File: src/rtl/seq_detect_pkg.sv
// Shared types and helpers for the programmable serial sequence detector.
package seq_detect_pkg;

  // Overlap mode: ON keeps the pattern's longest proper border after a match,
  // OFF restarts the search from state 0.
  typedef enum logic {
    OVL_OFF = 1'b0,
    OVL_ON  = 1'b1
  } ovl_mode_e;

  // State register width: enough to encode 0..n-1, never narrower than 1 bit.
  function automatic int state_width(input int n);
    return (n > 2) ? $clog2(n) : 1;
  endfunction

endpackage

File: src/rtl/seq_next_state.sv
// Combinational next-state logic for the sequence detector: finds the longest
// pattern prefix that is a suffix of (matched prefix ++ xin), and the
// pattern's longest proper border for overlapping restarts.
module seq_next_state
  import seq_detect_pkg::*;
#(
  parameter int N  = 4,
  parameter int SW = 2
) (
  input  logic [N-1:0]  pattern_reg,
  input  logic [SW-1:0] state,
  input  logic          xin,
  input  logic          overlap,
  output logic [SW-1:0] next_state,
  output logic          match
);

  int unsigned s_i;
  int unsigned best;
  int unsigned border;
  logic        ok;
  logic        ok_b;
  logic        t_bit;

  // Longest k in 0..s+1 whose pattern prefix equals the tail of prefix_s ++ xin.
  always_comb begin
    s_i   = 32'(state);
    best  = 0;
    ok    = 1'b0;
    t_bit = 1'b0;
    for (int unsigned k = 1; k <= N; k++) begin
      ok = (k <= s_i + 1);
      for (int unsigned j = 0; j < N; j++) begin
        if (ok && (j < k)) begin
          // Position s_i is the incoming bit; earlier positions come from the pattern prefix.
          if ((s_i + 1 - k + j) == s_i)
            t_bit = xin;
          else
            t_bit = pattern_reg[N-1-(s_i+1-k+j)];
          if (t_bit != pattern_reg[N-1-j])
            ok = 1'b0;
        end
      end
      if (ok)
        best = k;
    end
  end

  // Longest proper border: prefix of length k equal to suffix of length k, k < N.
  always_comb begin
    border = 0;
    ok_b   = 1'b0;
    for (int unsigned k = 1; k < N; k++) begin
      ok_b = 1'b1;
      for (int unsigned j = 0; j < N; j++) begin
        if ((j < k) && (pattern_reg[N-1-j] != pattern_reg[k-1-j]))
          ok_b = 1'b0;
      end
      if (ok_b)
        border = k;
    end
  end

  // Select next state: a full match restarts at the border or at zero.
  always_comb begin
    match      = (best == N);
    next_state = SW'(best);
    if (match)
      next_state = (overlap == OVL_ON) ? SW'(border) : '0;
  end

endmodule

File: src/rtl/seq_detect_fsm.sv
// Programmable serial sequence detector with loadable pattern and start state,
// overlap/non-overlap mode, registered match pulse and saturating match counter.
module seq_detect_fsm
  import seq_detect_pkg::*;
#(
  parameter int           N           = 4,
  parameter logic [N-1:0] PATTERN_RST = 4'b0111,
  parameter int           CNT_W       = 8,
  localparam int          SW          = state_width(N)
) (
  input  logic             clock,
  input  logic             reset,
  input  logic             enable,
  input  logic             xin,
  input  logic             overlap,
  input  logic             load,
  input  logic [N-1:0]     pattern,
  input  logic [SW-1:0]    start_state,
  output logic             y,
  output logic [SW-1:0]    state_o,
  output logic [CNT_W-1:0] match_count,
  output logic             count_sat
);

  logic [N-1:0]     pattern_reg;
  logic [SW-1:0]    next_state;
  logic             match;
  logic [SW-1:0]    start_clamped;
  logic [CNT_W-1:0] cnt_inc;

  seq_next_state #(
    .N  (N),
    .SW (SW)
  ) u_next (
    .pattern_reg (pattern_reg),
    .state       (state_o),
    .xin         (xin),
    .overlap     (overlap),
    .next_state  (next_state),
    .match       (match)
  );

  // Clamp the loaded start state into 0..N-1 and form the saturating increment.
  always_comb begin
    start_clamped = start_state;
    if (int'(start_state) > N - 1)
      start_clamped = SW'(N - 1);
    cnt_inc = (match_count == '1) ? match_count : match_count + 1'b1;
  end

  // State, pattern, match pulse and counter registers; load beats enable beats hold.
  always_ff @(posedge clock or posedge reset) begin
    if (reset) begin
      state_o     <= '0;
      pattern_reg <= PATTERN_RST;
      y           <= 1'b0;
      match_count <= '0;
      count_sat   <= 1'b0;
    end else if (load) begin
      pattern_reg <= pattern;
      state_o     <= start_clamped;
      y           <= 1'b0;
      match_count <= '0;
      count_sat   <= 1'b0;
    end else if (enable) begin
      state_o <= next_state;
      y       <= match;
      if (match) begin
        match_count <= cnt_inc;
        count_sat   <= &cnt_inc;
      end
    end else begin
      y <= 1'b0;
    end
  end

endmodule

File: config.mk
export PLATFORM = sky130hd
export DESIGN_NAME = seq_detect_fsm
export DESIGN_NICKNAME = d
export VERILOG_FILES = /design/src/rtl/seq_detect_pkg.sv /design/src/rtl/seq_next_state.sv /design/src/rtl/seq_detect_fsm.sv
export SDC_FILE = /design/constraint.sdc
export NUM_CORES = 1
export LEC_CHECK = 0
export CORE_AREA = 2 2 76 78
export DETAILED_ROUTE_END_ITERATION = 10
export DIE_AREA = 0 0 78 80
export MAX_ROUTING_LAYER = met4
export SLEW_MARGIN = 15
export SYNTH_ARGS = -nofsm -noshare
export SYNTH_HDL_FRONTEND = slang
export SYNTH_SLANG_ARGS = --single-unit
export TNS_END_PERCENT = 100
File: constraint.sdc
create_clock -name clock -period 8.52 [get_ports clock]
set_input_delay 1.704 -clock clock [delete_from_list [all_inputs] [get_ports clock]]
set_output_delay 1.704 -clock clock [all_outputs]
set_load 0.02 [all_outputs]
==> summary.md <==
| Metric | Value |
|---|---|
| Ys flop type | dfrtp_1 |
| Worst-Margin Slew | around 0.73 ns |
| Drt pass-1 iters | 4 |
| Post-synth EDFFs | 0 |
| Final setup skew | between 0.003 and 0.004 ns |
| DR iter-0 viols | 94 |
| Share of layout cells above drive strength 1 | just under 9% |
| Ys async rst share | 100% |
| Port Buffers | 23 |
| Initial Util | roughly 34% |
| Commonest non-fill, non-tap cell in the layout | clkdlybuf4s50_1 |
| Fmax | ~240 MHz |
| CP required | between 8 and 9 ns |
| H-tree depth | 1 |
| # IOs | 24 |
| GPL Wtd Cong | ~0.8 |
| Status | completed |
| Clock root buffer master | clkbuf_8 |
| Full die area | approximately 6200 um2 |
| Netlist Area Pre-Place | ~1800 um2 |
| DRT antenna net count | 0 |
| First-pass GRT wire length | slightly above 7 mm |
| Syn-to-layout area delta | 17.1% |
| Slew margin rel. | just over 50% |
| Leakage power | about 0.8 nW |
| Post CTS Setup Buffer Count | 0 |
| Worst EP arrival | 4.33 ns |
| Syn Inst Count | between 200 and 250 |
| Cell row count | 27 |
| RSZ-0062 raised after global routing | false |
| Die Ht | ~80 um |
| Min cycle time layout | 4.20 ns |
| Total Power | 0.538 mW |
| Clock sinks | 16 |
| Cell Pwr Density | around 250 nW/um2 |
| Crit path max fanout | 21 |
| Longest Clk Path Bufs | 2 |
| CTS clk-pin slew, worst paths | ~0.070 ns |
| Setup CP Type | flop to flop |
| Hold slack | between 0.5 and 0.6 ns |
| Worst ir drop on vdd | slightly below 0.1 mV |
| Synth Area per Inst | approximately 8.5 um2 |
| Final Instance Count excl. Fillers | 299 |
| Min-Delay Path Class | flop to flop |
| Clk Latency, worst-skew pair | 0.25 ns |
| Num CTS Buffers | 3 |
| Final setup vio count | 0 |
| Setup TNS | 0 ns |
| Ys Warns | 0 |
| Fin crit share | 49.3% |
| WL final | 4.14 mm |
| Via density | 5.37 |
| # diodes | 0 |
| Initial antenna violation count | 0 |
| Startpoint types | flop |
| Final setup margin | approximately 4.3 ns |
| Vias | roughly 1600 |
| Synth Register Bits | 16 |
| # hold bufs at CTS | 0 |
| Slew Viols, Final | 0 |
| Placed Cells | about 300 |
| Core Area | about 5400 um2 |
| CTS tree | built |
| Hold Fails Final Rpt | 0 |
| Commonest cells after routing, fill and taps aside | clkdlybuf4s50_1 (23), inv_1 (16), nand2_1 (15) |
| Total GRT Usage | around 14% |
| Grt total ovfl | 0 |
| Synth cell types | 56 |
| HPWL Detailed | between 3 and 4 mm |
| DRC errors left | 0 |
| Post-CTS resize count | 0 |
| Sequential area share after synthesis | ~22% |
| Die X | between 70 and 80 um |
| Vias in the first global route | approximately 1500 |
| Critical Path End Type | flop |
| Average wire per standard cell | between 10 and 15 um |
| Net Count, Synth | ~240 |
| Maximum Capacitance Violations | 0 |
| Largest register FFs | 8 |
| Maximum number of pins on one net before global-route repair | 22 |
| Nets | around 250 |
| Post-placement setup slack | 4.30 ns |
-- cells in the mapped netlist (all sizes together), types with 3 or more instances --
library cell | n | area [um2]
inv | 16 | 60.1
nand2 | 15 | 56.3
dfrtp | 13 | 325
ha | 12 | 150
o21ai | 12 | 60.1
nand3 | 11 | 55.1
a21oi | 9 | 45.0
nor2b | 9 | 56.3
nor3 | 9 | 45.0
xnor2 | 9 | 78.8
clkbuf | 8 | 30.0
mux2 | 8 | 90.1
buf | 6 | 33.8
nor2 | 6 | 22.5
xor2 | 5 | 43.8
and2 | 4 | 25.0
mux2i | 4 | 40.0
mux4 | 4 | 90.1
o211ai | 4 | 30.0
or3 | 4 | 25.0
dfstp | 3 | 78.8
nand2b | 3 | 18.8
nand4 | 3 | 18.8
-- final timing paths --
path,from,endpoint,slack [ns],depth (start not counted)
setup / recovery,state_o[0]$_DFFE_PP0P_,match_count[6]$_DFFE_PP0P_,4.32,8
max in group asynchronous,reset,pattern_reg[3]$_DFFE_PP0P_,6.28,2
hold reg to reg,count_sat$_DFFE_PP0P_,count_sat$_DFFE_PP0P_,0.54,2
min in group asynchronous,reset,match_count[7]$_DFFE_PP0P_,1.84,2
hold / removal,count_sat$_DFFE_PP0P_,count_sat$_DFFE_PP0P_,0.54,2
setup reg to reg,state_o[0]$_DFFE_PP0P_,match_count[6]$_DFFE_PP0P_,4.32,8
-- layout make-up --
cell class,count,area (um2)
fillers,564,3280
multi-input cells,167,1280
flip-flops and latches,16,404
repair buffers,23,230
well taps,72,90.1
inverters,17,63.8
clock buffers,4,55.1
-- where the power goes --
group          internal (mW)  leakage [nW]  switching (mW)
clock                 0.0409        0.0288          0.0259
combinational          0.175         0.586           0.185
sequential            0.0831         0.209          0.0277
total                  0.299         0.824           0.239
-- kinds of logic after synthesis --
group	synth area share, %
muxes	12.1
AOI/OAI and AO/OA	18.3
buffers and inverters	7.02
DFF	22.2
xor gates and xnor gates	9.30
adders and majority gates	8.26
and+or+nand+nor	22.7
-- stage by stage --
stage	util [%]	cell area, um2
floorplan	-	1820
CTS	39.4	2130
detailed placement	38.4	2070
finish	39.4	2130
global route	39.4	2130
global placement	38.4	2070
-- worst max-delay path: stages (launching register included) --
cell and delay (ns):
dfrtp_1 0.82, inv_1 0.24, ha_1 0.75, and2b_1 0.25, mux4_2 0.45, or3_1 0.35
a211o_1 0.51, or4_1 0.57, o211a_1 0.15
-- metal layers --
metal  GRT usage, %  up-vias  wire [um]
met5              -        -          0
met4           3.16        0         20
met3           1.02        2        103
met2           24.8       23       1990
met1           17.9      776       2030
li1               -      804          -
No activity file was read; power rests on OpenSTA's default activity.
